File: src/rtl/picomips_pkg.sv
// picomips_pkg: shared types for the picoMips peripheral blocks.
//   hs_state_t  handshake FSM states. The encoding puts the Handshake level
//               in bit 1, so the output is a single state flop.
//   hs_level()  Handshake level for a given state.
package picomips_pkg;

    typedef enum logic [1:0] {
        IDLE       = 2'b00,
        DB_PRESS   = 2'b01,
        HELD       = 2'b10,
        DB_RELEASE = 2'b11
    } hs_state_t;

    function automatic logic hs_level(input hs_state_t s);
        return s[1];
    endfunction

endpackage

File: src/rtl/io_handshake_sync.sv
// synchroniser: multi-flop synchroniser chain for a bus of asynchronous inputs.
//   clk    in   1      sampling clock
//   reset  in   1      asynchronous, active-high; clears every stage
//   d      in   WIDTH  asynchronous input
//   q      out  WIDTH  synchronised output, STAGES cycles behind d
module synchroniser #(
    parameter int unsigned WIDTH  = 1,
    parameter int unsigned STAGES = 2
) (
    input  logic             clk,
    input  logic             reset,
    input  logic [WIDTH-1:0] d,
    output logic [WIDTH-1:0] q
);

    logic [STAGES-1:0][WIDTH-1:0] sync_q;
    logic [STAGES-1:0][WIDTH-1:0] sync_d;

    // Stage 0 takes the raw input; each later stage takes its predecessor.
    always_comb begin
        sync_d = {sync_q[STAGES-2:0], d};
    end

    always_ff @(posedge clk or posedge reset) begin
        if (reset) begin
            sync_q <= '0;
        end else begin
            sync_q <= sync_d;
        end
    end

    assign q = sync_q[STAGES-1];

endmodule

File: src/rtl/io_handshake.sv
// io_handshake: peripheral end of the picoMips wait-for-handshake protocol.
// Synchronises and debounces the push-button. It exposes a registered
// Handshake level and a switch snapshot taken when a press is accepted.
//   clk        in   1      system clock
//   reset      in   1      asynchronous, active-high reset
//   Button     in   1      raw push-button (active-high, bouncy)
//   Switches   in   WIDTH  raw switch bank
//   Handshake  out  1      1 while a debounced press is held; data valid
//   SwData     out  WIDTH  switch snapshot latched at press acceptance
module io_handshake
    import picomips_pkg::*;
#(
    parameter int unsigned WIDTH           = 8,
    parameter int unsigned DEBOUNCE_CYCLES = 50000,
    parameter int unsigned SYNC_STAGES     = 2
) (
    input  logic             clk,
    input  logic             reset,
    input  logic             Button,
    input  logic [WIDTH-1:0] Switches,
    output logic             Handshake,
    output logic [WIDTH-1:0] SwData
);

    localparam int unsigned CNT_W = $clog2(DEBOUNCE_CYCLES + 1);
    localparam logic [CNT_W-1:0] CNT_MAX = CNT_W'(DEBOUNCE_CYCLES - 1);

    logic             btn_s;
    logic [WIDTH-1:0] sw_s;

    hs_state_t        state_q, state_d;
    logic [CNT_W-1:0] count_q, count_d;
    logic [WIDTH-1:0] sw_data_q, sw_data_d;

    synchroniser #(.WIDTH(1), .STAGES(SYNC_STAGES)) u_sync_btn (
        .clk   (clk),
        .reset (reset),
        .d     (Button),
        .q     (btn_s)
    );

    synchroniser #(.WIDTH(WIDTH), .STAGES(SYNC_STAGES)) u_sync_sw (
        .clk   (clk),
        .reset (reset),
        .d     (Switches),
        .q     (sw_s)
    );

    // The counter only advances below CNT_MAX, so it saturates rather than wraps.
    always_comb begin
        state_d   = state_q;
        count_d   = count_q;
        sw_data_d = sw_data_q;
        case (state_q)
            IDLE: begin
                if (btn_s) begin
                    state_d = DB_PRESS;
                    count_d = '0;
                end
            end
            DB_PRESS: begin
                if (!btn_s) begin
                    state_d = IDLE;
                end else if (count_q == CNT_MAX) begin
                    state_d   = HELD;
                    sw_data_d = sw_s;
                end else begin
                    count_d = count_q + CNT_W'(1);
                end
            end
            HELD: begin
                if (!btn_s) begin
                    state_d = DB_RELEASE;
                    count_d = '0;
                end
            end
            DB_RELEASE: begin
                if (btn_s) begin
                    state_d = HELD;
                end else if (count_q == CNT_MAX) begin
                    state_d = IDLE;
                end else begin
                    count_d = count_q + CNT_W'(1);
                end
            end
            default: begin
                state_d = IDLE;
            end
        endcase
    end

    always_ff @(posedge clk or posedge reset) begin
        if (reset) begin
            state_q   <= IDLE;
            count_q   <= '0;
            sw_data_q <= '0;
        end else begin
            state_q   <= state_d;
            count_q   <= count_d;
            sw_data_q <= sw_data_d;
        end
    end

    // Decoded from a single state flop: glitch-free, no path from inputs.
    assign Handshake = hs_level(state_q);
    assign SwData    = sw_data_q;

endmodule

File: config.mk
export PLATFORM = sky130hd
export DESIGN_NAME = io_handshake
export DESIGN_NICKNAME = d
export VERILOG_FILES = /design/src/rtl/picomips_pkg.sv /design/src/rtl/io_handshake_sync.sv /design/src/rtl/io_handshake.sv
export SDC_FILE = /design/constraint.sdc
export NUM_CORES = 1
export LEC_CHECK = 0
export CORE_ASPECT_RATIO = 0.5
export CORE_MARGIN = 1
export CORE_UTILIZATION = 55
export CTS_BUF_LIST = sky130_fd_sc_hd__clkbuf_4
export DETAILED_ROUTE_END_ITERATION = 6
export GPL_TIMING_DRIVEN = 0
export PLACE_DENSITY = 0.79
export SLEW_MARGIN = 20
export SYNTH_ARGS = -nofsm -noshare
export SYNTH_HDL_FRONTEND = slang
export SYNTH_SLANG_ARGS = --single-unit
File: constraint.sdc
create_clock -name clk -period 3.15 [get_ports clk]
set_clock_uncertainty 0.15 [all_clocks]
set_input_delay 0.63 -clock clk [delete_from_list [all_inputs] [get_ports clk]]
set_output_delay 0.63 -clock clk [all_outputs]
set_load 0.005 [all_outputs]
==> impl_results.md, run 1 <==
* Largest net degree at the start of global routing at 27
* Reg power frac at 59.6%
* I/O Buffers at 19
* CP endpoint kind: flop
* Ys Warns at 0
* Routed Antenna Nets at 0
* Synth Net Count at 142
* Via density at 5.46
* Switching Power at 221 uW
* Cell row count at 13
* Final setup fails at 0
* Post-CTS Setup Inserts at 0
* Clock slew at reported path FFs at 0.14 ns
* RSZ-0062 raised after global routing: no
* Final Cycle Share at 71.5%
* # IOs at 20
* FF-to-FF setup slack at 0.90 ns
* Hold Startpoint: u_sync_sw.sync_d[14]$_DFF_PP0_
* Post-synth cell types at 29
* Hold Slack at 0.212 ns
* # H-tree levels at 2
* Commonest cells post-synth: dfrtp_1 (44), nor2_1 (17), xnor2_1 (10)
* Vias post-DR at 1065
* Net count, final at 169
* First-pass GRT wire length at 4.13 mm
* Synth-to-Final Area Change at 20.0%
* Antenna violations before repair at 0
* Critical Path AT at 2.34 ns
* Clk buf depth at 2
* Logic pwr share at 4.2%
* Core Footprint at 2770 um2
* VDD IR-drop max at 266 uV
* Hold_buf cts at 0
* Die X at 80.6 um
* Hold Path Sink: u_sync_sw.q[6]$_DFF_PP0_
* Final Max Tran Viols at 0
* Synth top area share at 64.8%
* Crit Path Category: flop to flop
* TNS Setup at 0 ns
* Num CTS Buffers at 5
* Slew headroom at 55.8%
* Max_cap viols at 0
* Power Density at 486 nW/um2
* RR Startpoint: count_q[7]$_DFFE_PP0P_
* Post-cts resize count at 0
* Hold Path Depth at 0
* R2R depth at 6
* Fraction of layout cells with a size suffix above 1 at 15.2%
* Diodes inserted at 0
* Fill cell total of the finished layout at 181
* Hold Vio Cnt, Final at 0
* RR Endpoint: count_q[4]$_DFFE_PP0P_
* Wire per inst at 14.2 um
* Clk_lat worst skew at 0.35 ns
* RePlAce Congestion at 0.845
* Asr flop ratio synth at 100%
* Number of DRC markers in iteration 0 at 37
* Max Fclk at 444 MHz
* First-pass iteration count of the detailed router at 4
* Internal power at 770 uW
* Yosys reg bits at 44
* DRC errors left at 0
* Ys flop type: dfrtp_1
* Cell taking the most area after synthesis: dfrtp_1
* Clock share of power at 36.2%
* Sw frac at 22.3%
* DP HPWL at 1.98 mm
* Worst-Margin Slew at 0.659 ns
* Main area contributors after synthesis: dfrtp_1 (65%), mux2_2 (6.0%), xnor2_1 (5.2%), nor2_1 (3.8%), nand4_1 (1.8%)
* Mapped cell area at 1700 um2
* # clock sinks at 44
* Post-route minimum period at 2.25 ns
* CTS tree: built
* Most frequent cell after synthesis: dfrtp_1
* Worst setup SP type: flop
* Vias in the first global route at 919
* GRT Total Usage at 18.2%
* Max FO, Critical Path at 10
* DIE AREA at 3330 um2
* Hold Crit Class: flop to flop
* Synth Area per Inst at 13.1 um2
* Mapped Cells at 130
* GR Overflow Total at 0
* Static Leakage at 0.916 nW
* WL final at 2.78 mm
* Seq/Total Area, Yosys at 64.8%
* EDFF count, synth at 0
* Initial Utilization at 61.4%
* Die H at 41.3 um
* Outcome: complete, no violations
* Clock root cell: clkbuf_4
* Worst EP required at 3.23 ns
[area by class of cell]
| class | instances | area, um2 | area share [%] |
|---|---|---|---|
| Clock inverter | 3 | 46.3 | 2.27 |
| Multi-Input combinational cell | 80 | 568 | 27.9 |
| Buffer | 2 | 15.0 | 0.736 |
| Clock buffer | 5 | 37.5 | 1.84 |
| Inverter | 4 | 15.0 | 0.736 |
| Timing Repair Buffer | 20 | 210 | 10.3 |
| Sequential cell | 44 | 1100 | 54.0 |
| Tap cell | 37 | 46.3 | 2.27 |
[cell usage in the layout (no fill, tap or decap)]
cell,synthesis,final
xor2_1,3,3
or4_1,2,2
nand2b_1,1,1
or4b_4,1,1
nor3b_1,1,1
nor2_1,17,17
ha_1,1,1
clkbuf_1,1,1
mux2i_1,1,1
buf_12,0,1
xnor2_1,10,10
nand3b_1,1,1
dfrtp_1,44,44
or2_2,1,1
mux2_2,9,9
nand4b_1,1,1
clkbuf_4,0,5
nand3_1,6,6
o2bb2ai_1,1,1
bufinv_16,0,1
nand2_1,4,4
and4_1,1,1
inv_6,0,1
inv_2,0,1
inv_1,4,3
nor4_1,1,1
nand4_1,5,5
nand3b_4,1,1
and3_1,1,1
buf_6,1,1
nor3_1,4,4
nor4b_1,1,1
clkdlybuf4s50_1,0,19
o21ai_0,5,5
nor4_4,1,1
clkinvlp_4,0,1
[power groups by stage]
stage | Combinational, mW | Sequential [mW] | Clock, mW
finish | 0.0417 | 0.591 | 0.359
CTS | 0.0427 | 0.591 | 0.360
global route | 0.0470 | 0.593 | 0.388
global placement | 0.0381 | 0.600 | 0
floorplan | 0.0208 | 0.599 | 0
detailed placement | 0.0433 | 0.601 | 0
[flip-flops by register name, summed over array words and instances (netlist names), named ones only]
register and cells:
SwData 8, state_q 1, u_sync_sw.q 8, u_sync_btn.q 1
u_sync_btn.sync_d 1, count_q 16, u_sync_sw.sync_d 8
[critical path, stage by stage (launching register included)]
cell and delay [ns]:
dfrtp_1 0.47, or4b_4 0.55, nor4_4 0.42, buf_6 0.20
nand3b_1 0.13, xor2_1 0.16, nor2_1 0.05
[kinds of logic after synthesis]
group | count (synthesis) | synth area share, %
mux | 10 | 6.55
flops | 44 | 64.8
compound gates | 6 | 1.99
xor+xnor | 13 | 6.70
fa+ha+maj | 1 | 0.736
buf+inv | 6 | 1.77
simple gates | 50 | 17.5
[stage by stage]
step	setup slack [ns]	instances	area [um2]	util, %	total power [mW]
floorplan	1.05	130	1700	-	0.620
global placement	0.511	186	1940	70.0	0.638
detailed placement	0.926	187	1960	70.7	0.644
CTS	0.887	195	2040	73.8	0.993
global route	0.780	195	2040	73.8	1.03
finish	0.898	195	2040	73.8	0.991
[how the worst max path moves through the flow]
stage                                start                endpoint  slack, ns  depth (start not counted)
global route        count_q[7]$_DFFE_PP0P_  count_q[4]$_DFFE_PP0P_       0.78                          6
floorplan           count_q[7]$_DFFE_PP0P_                    flop       1.05                          4
detailed placement  count_q[7]$_DFFE_PP0P_  count_q[4]$_DFFE_PP0P_       0.93                          6
CTS                 count_q[7]$_DFFE_PP0P_  count_q[4]$_DFFE_PP0P_       0.89                          6
global placement                     reset  count_q[6]$_DFFE_PP0P_       0.51                          2
finish              count_q[7]$_DFFE_PP0P_  count_q[4]$_DFFE_PP0P_       0.90                          6
[layer usage]
layer  vias up  part of all wire, %  track usage [%]
met2        27                   47             30.1
li1        507                    -                -
met5         -                    0                0
met3         4                  4.9             6.52
met4         0                 0.76             5.36
met1       527                   48             23.3
(Power assumes the default switching activity.)
==> run 2: changes to the inputs <==
--- a/config.mk
+++ b/config.mk
@@ -7,11 +7,11 @@
 export LEC_CHECK = 0
 export CORE_ASPECT_RATIO = 0.5
 export CORE_MARGIN = 1
-export CORE_UTILIZATION = 55
+export CORE_UTILIZATION = 51
 export CTS_BUF_LIST = sky130_fd_sc_hd__clkbuf_4
 export DETAILED_ROUTE_END_ITERATION = 6
 export GPL_TIMING_DRIVEN = 0
-export PLACE_DENSITY = 0.79
+export PLACE_DENSITY = 0.77
 export SLEW_MARGIN = 20
 export SYNTH_ARGS = -nofsm -noshare
 export SYNTH_HDL_FRONTEND = slang
==> constraint.sdc (replaced) <==
create_clock -name clk -period 2 [get_ports clk]
set_clock_uncertainty 0.15 [all_clocks]
set_input_delay 0.4 -clock clk [delete_from_list [all_inputs] [get_ports clk]]
set_output_delay 0.4 -clock clk [all_outputs]
set_load 0.005 [all_outputs]
==> impl_results.md, run 2 (synthesis results as in run 1) <==
* Hold_buf cts at 0 (unchanged)
* Critical-path top delay cell: or4_4
* Critical Path AT at 2.29 ns (-0.05 ns)
* Post-route minimum period at 2.20 ns (-0.0558 ns)
* Final Max Tran Viols at 0 (unchanged)
* Core Footprint at 3080 um2 (+11%)
* DP HPWL at 1.87 mm (-5.4%)
* Worst EP required at 2.09 ns (-1.14 ns)
* RSZ-0062 raised after global routing: yes
* Static Leakage at 0.962 nW (+4.9%)
* Place WS at -0.184 ns (-1.11 ns)
* DRC errors left at 0 (unchanged)
* Final setup fails at 20 (+20)
* Net count, final at 178 (+5.3%)
* Number of flip-flops in the largest register at 16 (unchanged)
* Clock slew at reported path FFs at 0.12 ns (-0.02 ns)
* Commonest non-fill, non-tap cells in the layout: dfrtp_1 (44), clkdlybuf4s50_1 (19), nor2_1 (16)
* Power Density at 651 nW/um2 (+34%)
* Commonest non-fill, non-tap cell in the layout: dfrtp_1
* # H-tree levels at 2 (unchanged)
* WL final at 2.98 mm (+7.2%)
* VDD IR-drop max at 418 uV (+57%)
* Wire per inst at 14.5 um (+1.5%)
* Top reg by flops: count_q
* Antenna violations before repair at 0 (unchanged)
* Routed Antenna Nets at 0 (unchanged)
* # IOs at 20 (unchanged)
* Synth-to-Final Area Change at 26.4%
* Max FO, Critical Path at 8 (-2)
* Worst-Margin Slew at 0.518 ns (-0.141 ns)
* I/O Buffers at 19 (unchanged)
* Worst setup SP type: flop
* First-pass GRT wire length at 4.75 mm (+15%)
* # clock sinks at 44 (unchanged)
* Crit Path Category: flop to flop
* Placed insts at 190 (+1.6%)
* Tot Pwr at 1.40 mW (+41%)
* CP Cell Sequence: or4_4 > nor4_4 > buf_4 > nand3b_4 > mux2_2
* FF-to-FF setup slack at -0.20 ns (-1.09 ns)
* Fill cell total of the finished layout at 214 (+18%)
* Hold Vio Cnt, Final at 0 (unchanged)
* Clk buf depth at 2 (unchanged)
* CTS tree: built
* Final std cells w/o fill at 206 (+5.6%)
* Diodes inserted at 0 (unchanged)
* Max Fclk at 455 MHz (+2.5%)
* Via density at 5.28 (-3.4%)
* Number of DRC markers in iteration 0 at 47 (+27%)
* Clk_lat worst skew at 0.35 ns (about the same)
* Crit-path max cell delay at 0.55 ns (about the same)
* RR Endpoint: SwData[0]$_DFFE_PP0P_
* Die H at 42.8 um (+3.7%)
* Slew headroom at 65.3% (+9.5 points)
* Critical Path End: SwData[0]$_DFFE_PP0P_
* DIE AREA at 3580 um2 (+7.6%)
* GR Overflow Total at 0 (unchanged)
* Final WS setup at -0.196 ns (-1.09 ns)
* Num CTS Buffers at 5 (unchanged)
* Clock root cell: clkbuf_4
* Die X at 83.6 um (+3.8%)
* Hold Slack at 0.208 ns (-0.00432 ns)
* First-pass iteration count of the detailed router at 4 (unchanged)
* Hold Crit Class: input pin to async pin
* Largest net degree at the start of global routing at 27 (unchanged)
* Final Cycle Share at 110% (+38 points)
* Vias post-DR at 1087 (+2.1%)
* RePlAce Congestion at 0.796 (-5.8%)
* R2R depth at 5 (-1)
* RR Startpoint: count_q[10]$_DFFE_PP0P_
* Max_cap viols at 0 (unchanged)
* Outcome: complete, but fails checks
* CP Launch Point: count_q[10]$_DFFE_PP0P_
* Failing checks: negative setup slack
* CP endpoint kind: flop
* Util after Layout at 69.6% (-4.1 points)
* Vias in the first global route at 1044 (+14%)
* Fraction of layout cells with a size suffix above 1 at 23.5% (+8.3 points)
* Cell row count at 14 (+1)
* GRT Total Usage at 18.3% (+0.17 points)
* Initial Utilization at 55.1% (-6.3 points)
==> run 2: changes by cell type in the layout (fill, tap and decap cells not counted), sizes merged <==
cell,delta
buf,+9
bufinv,-1
clkinv,+1
inv,-1
==> run 2: area by class of cell <==
class,count,area [um2],share of cell area (%)
buffer,1,3.75,0.175
clock buffer,5,37.5,1.75
clock inverter,2,12.5,0.583
inverter,4,15.0,0.699
multi-input combinational,80,614,28.6
sequential,44,1100,51.3
tap,40,50.0,2.33
timing repair buffer,30,313,14.6
==> run 2: worst min path at each step <==
stage / endpoint
final: SwData[7]$_DFFE_PP0P_
after global routing: u_sync_sw.q[2]$_DFF_PP0_
after CTS: SwData[7]$_DFFE_PP0P_
after detailed placement: u_sync_sw.q[1]$_DFF_PP0_
after global placement: u_sync_sw.q[5]$_DFF_PP0_
after floorplan: u_sync_btn.q$_DFF_PP0_
==> run 2: repair_timing <==
item                       CTS  global route
pin swaps                    3             9
gates cloned                 0             0
buffers inserted             7             3
setup endpoints to repair   20            26
hold endpoints to repair     0             0
resized for setup            7            11
==> run 2: report_power, final <==
part           internal, mW  total (mW)  switching (mW)
logic                0.0341      0.0714          0.0373
clock network         0.128       0.395           0.267
registers             0.915       0.931          0.0158
==> run 2: critical path: cells and delay by family, from the launching register on <==
family                 cells  cell delay [ns]
buffers and inverters      1             0.18
and+or+nand+nor            3             1.02
muxes                      1             0.31
DFF                        1             0.42
==> run 2: layer usage <==
metal | up-vias | global-route usage, % | routed length [um]
li1 | 522 | - | -
met4 | 0 | 8.14 | 48
met1 | 538 | 23.2 | 1380
met3 | 5 | 5.45 | 109
met5 | - | 0 | 0
met2 | 22 | 29.9 | 1440
==> run 2: per-stage QoR <==
stage | area, um2 | setup TNS (ns)
after global routing | 2150 | -3.71
after detailed placement | 1970 | -2.75
after global placement | 1950 | -19.24
after CTS | 2080 | -2.06
after floorplan | 1710 | -0.335
final | 2150 | -2.36
==> run 3: changes to the inputs <==
==> constraint.sdc (replaced) <==
create_clock -name clk -period 2 [get_ports clk]
set_clock_uncertainty 0.15 [all_clocks]
set_input_delay 0.4 -clock clk [delete_from_list [all_inputs] [get_ports clk]]
set_output_delay 0.4 -clock clk [all_outputs]
set_load 0.01 [all_outputs]
==> results of run 3 <==
No change in the layout: final DEF, timing and power equal those of run 2.
